`src/rtl/bit_serial_adder.sv`:
```
// Bit-serial ripple adder: one full-adder slice per clock, LSB first, WIDTH cycles per sum.
// Optional two's-complement overflow output enabled by defining BIT_SERIAL_ADDER_OVF_EN.
module bit_serial_adder #(
    parameter int unsigned WIDTH = 8
) (
    input  logic             clk,
    input  logic             rst_n,
    input  logic             start,
    input  logic [WIDTH-1:0] a,
    input  logic [WIDTH-1:0] b,
    input  logic             ci,
    output logic             busy,
    output logic             done,
    output logic [WIDTH-1:0] s,
    output logic             co
`ifdef BIT_SERIAL_ADDER_OVF_EN
    ,
    output logic             ovf
`endif
);

    localparam int unsigned CNT_W = (WIDTH > 1) ? $clog2(WIDTH) : 1;

    typedef enum logic [1:0] {
        IDLE  = 2'd0,
        SHIFT = 2'd1,
        DONE  = 2'd2
    } state_t;

    state_t           state;
    state_t           state_nxt;
    logic [WIDTH-1:0] a_sh;
    logic [WIDTH-1:0] b_sh;
    logic [WIDTH-1:0] res;
    logic             carry;
    logic [CNT_W-1:0] cnt;

    logic             last_bit;
    logic             sum_bit;
    logic             carry_out;

    // Single full-adder slice on the current operand LSBs
    assign sum_bit   = a_sh[0] ^ b_sh[0] ^ carry;
    assign carry_out = (a_sh[0] & b_sh[0]) | (carry & (a_sh[0] ^ b_sh[0]));
    assign last_bit  = (cnt == CNT_W'(WIDTH - 1));

    always_ff @(posedge clk or negedge rst_n) begin
        if (!rst_n) begin
            state <= IDLE;
        end else begin
            state <= state_nxt;
        end
    end

    always_comb begin
        state_nxt = state;
        case (state)
            IDLE, DONE: state_nxt = start ? SHIFT : IDLE;
            SHIFT:      state_nxt = last_bit ? DONE : SHIFT;
            default:    state_nxt = IDLE;
        endcase
    end

    // Status flags registered from the next state so they line up with the state register
    always_ff @(posedge clk or negedge rst_n) begin
        if (!rst_n) begin
            busy <= 1'b0;
            done <= 1'b0;
        end else begin
            busy <= (state_nxt == SHIFT);
            done <= (state_nxt == DONE);
        end
    end

    always_ff @(posedge clk or negedge rst_n) begin
        if (!rst_n) begin
            a_sh  <= '0;
            b_sh  <= '0;
            res   <= '0;
            carry <= 1'b0;
            cnt   <= '0;
            s     <= '0;
            co    <= 1'b0;
`ifdef BIT_SERIAL_ADDER_OVF_EN
            ovf   <= 1'b0;
`endif
        end else begin
            case (state)
                IDLE, DONE: begin
                    if (start) begin
                        a_sh  <= a;
                        b_sh  <= b;
                        carry <= ci;
                        cnt   <= '0;
                    end
                end
                SHIFT: begin
                    a_sh  <= a_sh >> 1;
                    b_sh  <= b_sh >> 1;
                    res   <= {sum_bit, res[WIDTH-1:1]};
                    carry <= carry_out;
                    cnt   <= cnt + CNT_W'(1);
                    // Publish the result only on the final slice
                    if (last_bit) begin
                        s   <= {sum_bit, res[WIDTH-1:1]};
                        co  <= carry_out;
`ifdef BIT_SERIAL_ADDER_OVF_EN
                        ovf <= carry ^ carry_out;
`endif
                    end
                end
                default: begin
                    cnt <= '0;
                end
            endcase
        end
    end

endmodule

```
`config.mk`:
```
export PLATFORM = sky130hd
export DESIGN_NAME = bit_serial_adder
export DESIGN_NICKNAME = d
export VERILOG_FILES = /design/src/rtl/bit_serial_adder.sv
export SDC_FILE = /design/constraint.sdc
export NUM_CORES = 1
export LEC_CHECK = 0
export ABC_CLOCK_PERIOD_IN_PS = 3300
export BUFFER_PORTS_ARGS = -buffer_cell sky130_fd_sc_hd__buf_2
export CORE_AREA = 3 3 61 63
export DETAILED_ROUTE_END_ITERATION = 8
export DIE_AREA = 0 0 64 66
export PLACE_DENSITY = 0.78
export RECOVER_POWER = 100
export SKIP_CTS_REPAIR_TIMING = 1
export SLEW_MARGIN = 5
export SYNTH_ARGS = -nofsm -noshare
export SYNTH_HDL_FRONTEND = slang
export SYNTH_SLANG_ARGS = --single-unit
export TNS_END_PERCENT = 10
```
`constraint.sdc`:
```
create_clock -name clk -period 3.3 [get_ports clk]
set_input_delay 0.33 -clock clk [delete_from_list [all_inputs] [get_ports clk]]
set_output_delay 0.33 -clock clk [all_outputs]
set_load 0.02 [all_outputs]
```
==> impl_metrics.ini, run 1 <==
[setup_path]
startpoint = state[1]
worstSetupStartpointType = flip-flop
path_cells = nor2b_1 -> nand2_4 -> clkinvlp_2 -> mux2_4
r2r_setup_slack_ps = 890
required_ps = 3530
crit_path_max_incr_delay_ps = 790
arrival_ps = 2640
critical_path.max_fanout = 18
regToRegStartpoint = state[1]
crit_type = reg2reg
cp-end-kind = flip-flop
r2r_end = s[0]
reg2regPathDepth = 4
slowest_stage = nor2b_1
setup.worst_path.end = s[0]

[worst_hold_path]
hold_path_class = in2reg

[route]
drt_pass1_iterations = 6
drc = 0
drtIter0Drc = 55
post_drt_wl_per_cell_um = 13.8
drt-total-wl_um = 3260
ant_nets = 0
vias_per_cell = 5.34
vias = 1265

[clock_network]
cts_buffers = 5
root_buffer = clkbuf_4
insertion_delay_ps = 350
cts_sinks = 40
clk_path_buf_depth = 2
cts_tree = done
clkTransAtPathRegs_ps = 120
cts_max_level = 2

[power_and_ir_drop]
switching_power_mw = 0.707
combPwrFrac_pct = 38.2
power_leakage_nw = 0.919
power_mw = 1.84
seqPwrFrac_pct = 47.9
clkPwrFrac_pct = 13.9
powerDensity_nw_per_um2 = 895
power_switching_share_pct = 38.4
p_int_mw = 1.13
irDropWorstVdd_uv = 367

[final_layout]
fill_cells = 274
final_core_util_pct = 62.6
diodes = 0
area_growth_pct = 10.2
final_cell_mix = 40 x dfrtp_1, 23 x nand2_1, 18 x buf_2, 16 x mux2i_1
drive_gt1_share_pct = 18.3
final_common_cell = dfrtp_1
final_area_um2 = 2060
fin_cells = 237
fin_nets = 213

[logic_synthesis]
syn_inst = 163
synth_warnings = 0
ys_seq_elements = 40
syn_area_um2 = 1870
synth_fp_nets = 186
synth_cell_type_count = 25
synth-seq-area-share_pct = 53.7
synth.avg_cell_area_um2 = 11.4

[sta]
slew_headroom_pct = -36.1
min_period_ps = 2410
clock_skew_ps = 11.2
period_share_pct = 72.9
tns_ps = 0
rsz0062_at_grt = false
hold_viol = 0
worst_slew_pin_slew_ps = 2040
final_max_slew_viol_count = 41
setup_viol = 0
fmax_mhz = 416

[global_route]
grt_pass1_wl_um = 5640
grt_pass1_vias = 1256
grt.overflow.total = 0
antenna_found_initial = 0
grt_max_degree = 41
globalRouteTotalUtil_pct = 17.9

[place]
dp_hpwl_um = 2300
gp_congestion = 0.795
io_buffers = 30
dpl_cell_area_um2 = 2020
dp.cells = 229

[die]
dieHeight_um = 66
io-pin-count = 31
die-area_um2 = 4220
row_count = 21
start_util_pct = 56.8
die_w_um = 64
coreArea_um2 = 3280

[outcome]
failed_checks = max-capacitance violations, max-slew violations
outcome = complete, but fails checks

[run]
maxCapViolations = 1
## power by group through the flow
stage	sequential (mW)	combinational, mW	clock (mW)
after global placement	0.877	0.702	0
after floorplan	0.911	0.521	0
after detailed placement	0.893	0.739	0
after global routing	0.914	0.797	0.287
final	0.882	0.702	0.256
after CTS	0.885	0.738	0.264
## metal layers
layer	part of all wire, %	wire, µm	global-route usage, %
met5	0	0	0
met3	4.5	148	4.42
met4	1.7	55	10.5
met2	51	1660	28.9
met1	43	1390	21.6
## cell usage after synthesis, drive strengths merged
master  instances  area share (%)
nand2          24             5.2
mux2i          16             8.6
fa              1             1.1
mux2            9             6.6
a211oi         14             5.6
nand2b          2            0.67
and2b           3             1.2
clkbuf          2            0.40
a22o            2            0.94
nor2b          12             4.4
a21oi          14             3.8
nor2            1            0.20
inv             3            0.74
o211ai          1            0.40
nand3           3            0.80
dfrtp          40              54
ha              2             1.3
buf             9             3.0
o21ai           5             1.3
## through the flow
stage	worst slack (ps)	hold slack (ps)
6_report	894	250
4_1_cts	1450	99.6
3_5_place_dp	1490	478
3_3_place_gp	1540	473
2_1_floorplan	1950	34.4
5_1_grt	685	243
## worst min-delay path by stage
| stage | from | end | slack, ps | depth (start not counted) |
|---|---|---|---|---|
| 6_report | b[1] | b_sh[1] | 250 | 3 |
| 5_1_grt | b[0] | b_sh[0] | 240 | 3 |
| 4_1_cts | rst_n | s[7] | 100 | 1 |
| 3_5_place_dp | s[6] | s[6] | 480 | 1 |
| 3_3_place_gp | s[5] | s[5] | 470 | 1 |
| 2_1_floorplan | rst_n | a_sh[0] | 30 | 0 |
## layout make-up
type                       count  area, µm²  share of cell area, %
timing repair buffer          31        143                   6.94
multi-input combinational    109        781                   38.0
clock inverter                 2       10.0                  0.487
clock buffer                   6       51.3                   2.50
sequential                    40       1000                   48.7
tap                           46       57.6                   2.80
inverter                       3       12.5                  0.609
## kinds of logic (layout without fill, tap and decap cells)
kind of cell | after synthesis | in the layout | synth area share (%)
AND/OR/NAND/NOR | 45 | 45 | 12.5
flip-flops | 40 | 40 | 53.7
AO/OA/AOI/OAI | 36 | 36 | 12.1
multiplexers | 25 | 25 | 15.2
buffers and inverters | 14 | 42 | 4.09
adder cells (fa/ha/maj) | 3 | 3 | 2.41
## worst max-delay path, delay by kind of cell (launching register included)
| kind | cells | cell delay [ps] |
|---|---|---|
| AND/OR/NAND/NOR | 2 | 930 |
| multiplexers | 1 | 330 |
| flip-flops | 1 | 710 |
| buffers and inverters | 1 | 310 |
## sequential cells by signal, summed over array words and instances (netlist names)
| register | cells |
|---|---|
| a_sh | 8 |
| b_sh | 8 |
| busy | 1 |
| carry | 1 |
| cnt | 3 |
| co | 1 |
| done | 1 |
| res | 7 |
| s | 8 |
| state | 2 |
Note: power is estimated with default switching activity, not from simulation.
==> inputs of run 2 (changes only) <==
- ABC_CLOCK_PERIOD_IN_PS: 3300 -> 2000
- CORE_AREA: 3 3 61 63 -> 3 3 66 68
- DIE_AREA: 0 0 64 66 -> 0 0 69 71
- PLACE_DENSITY: 0.78 -> 0.7
- clock period: 3.3 -> 2 ns (I/O delays scaled with it)
==> run 2 against run 1 <==
  * The run now ends clean
  * Clock-buffer cell count up 1
  * Core utilization fell by 8.6 points
  * Non-clock buffer count is 1 higher
  * Combinational power rose by 62%
  * Sequential power is 62% higher
  * Final cell count up 2.1%
  * Register-to-register slack worse by 440 ps
  * Critical endpoint is now s[2]
  * Largest power group unchanged
  * Highest routed layer unchanged
==> impl_metrics.ini, run 2 (synthesis gave the netlist of run 1 again) <==
[final_layout]
fill_cells = 383
top_regs = a_sh (8), b_sh (8), s (8)
final_cell_mix = 40 x dfrtp_1, 24 x nand2_1, 18 x buf_2, 16 x mux2i_1
final_common_cell = dfrtp_1
area_growth_pct = 13.3
fin_nets = 214
final_core_util_pct = 54.0
diodes = 0
drive_gt1_share_pct = 16.1
final_area_um2 = 2110

[power_and_ir_drop]
switching_power_mw = 1.18
power_switching_share_pct = 35.9
irDropWorstVdd_uv = 609
combPwrFrac_pct = 34.7
power_leakage_nw = 0.949
clkPwrFrac_pct = 21.8
seqPwrFrac_pct = 43.5
p_int_mw = 2.11
powerDensity_nw_per_um2 = 1550
power_mw = 3.28

[clock_network]
cts_sinks = 40
cts_max_level = 2
clk_path_buf_depth = 2
insertion_delay_ps = 300
cts_buffers = 5
clkTransAtPathRegs_ps = 80
cts_tree = done
root_buffer = clkbuf_8

[route]
post_drt_wl_per_cell_um = 14.0
drt_pass1_iterations = 4
ant_nets = 0
vias = 1261
vias_per_cell = 5.21
drt-total-wl_um = 3400
drtIter0Drc = 64
drc = 0

[die]
die_w_um = 69
coreArea_um2 = 3910
row_count = 23
dieHeight_um = 71
die-area_um2 = 4900
start_util_pct = 47.7
io-pin-count = 31

[setup_path]
worstSetupStartpointType = flip-flop
arrival_ps = 1730
r2r_end = s[2]
critical_path.max_fanout = 7
reg2regPathDepth = 5
r2r_setup_slack_ps = 450
required_ps = 2180
regToRegStartpoint = cnt[0]
cp-end-kind = flip-flop
crit_type = reg2reg

[sta]
tns_ps = 0
clock_skew_ps = 9.78
slew_headroom_pct = 34.1
min_period_ps = 1550
final_max_slew_viol_count = 0
rsz0062_at_grt = false
period_share_pct = 77.6
setup_viol = 0
fmax_mhz = 645
worst_slew_pin_slew_ps = 988
hold_viol = 0

[global_route]
antenna_found_initial = 0
grt.overflow.total = 0
globalRouteTotalUtil_pct = 15.3
grt_pass1_vias = 1266
grt_max_degree = 41
grt_pass1_wl_um = 5930

[outcome]
outcome = finished, final reports clean

[worst_hold_path]
hold_path_class = in2async

[place]
io_buffers = 30
dp_hpwl_um = 2270
gp_congestion = 0.814
dpl_cell_area_um2 = 2030

[run]
maxCapViolations = 0
run 2: changes by cell type in the layout (fill, tap and decap cells not counted), sizes merged:
| cell | change |
|---|---|
| clkinv | -2 |
| buf | +1 |
| bufinv | +1 |
| clkbuf | +1 |
| clkinvlp | -1 |
| inv | +1 |
run 2: final cells by class:
type	count	area, µm²	share of cell area [%]
Clock inverter	1	30.0	1.42
Multi-Input combinational cell	109	758	35.9
Sequential cell	40	1000	47.4
Clock buffer	7	96.3	4.56
Tap cell	50	62.6	2.96
Inverter	3	13.8	0.651
Timing Repair Buffer	32	151	7.16
run 2: metrics by stage:
step	setup WS, ps	cells	hold slack (ps)
after global placement	619	234	352
final	449	242	58.1
after detailed placement	580	234	375
after global routing	346	242	126
after CTS	567	242	48.9
after floorplan	648	163	-95.6
run 2: worst max-delay path by stage:
stage / startpoint / end / cells after the start / slack, ps
after detailed placement: cnt[0] / s[1] / 5 / 580
after global routing: cnt[0] / s[2] / 5 / 350
after floorplan: cnt[0] / s[0] / 5 / 650
final: cnt[0] / s[2] / 5 / 450
after global placement: cnt[0] / s[1] / 5 / 620
after CTS: cnt[0] / s[2] / 5 / 570
run 2: metal layers:
| metal | up-vias | wire (µm) | GRT usage (%) |
|---|---|---|---|
| met2 | 28 | 1580 | 25.0 |
| met4 | 0 | 71 | 6.51 |
| li1 | 624 | - | - |
| met1 | 602 | 1550 | 18.4 |
| met5 | - | 0 | 0 |
| met3 | 7 | 197 | 5.54 |
run 2: critical path, stage by stage (launching register included):
cell and delay [ps]:
dfrtp_1 390, ha_1 200, ha_1 200, nand2_1 220, inv_4 90, mux2_1 330
run 2: power by group through the flow:
stage / Sequential [mW] / Clock [mW] / Combinational, mW
final: 1.43 / 0.716 / 1.14
after global routing: 1.48 / 0.774 / 1.29
after CTS: 1.44 / 0.738 / 1.25
after detailed placement: 1.45 / 0 / 1.24
after global placement: 1.43 / 0 / 1.20
after floorplan: 1.50 / 0 / 0.859
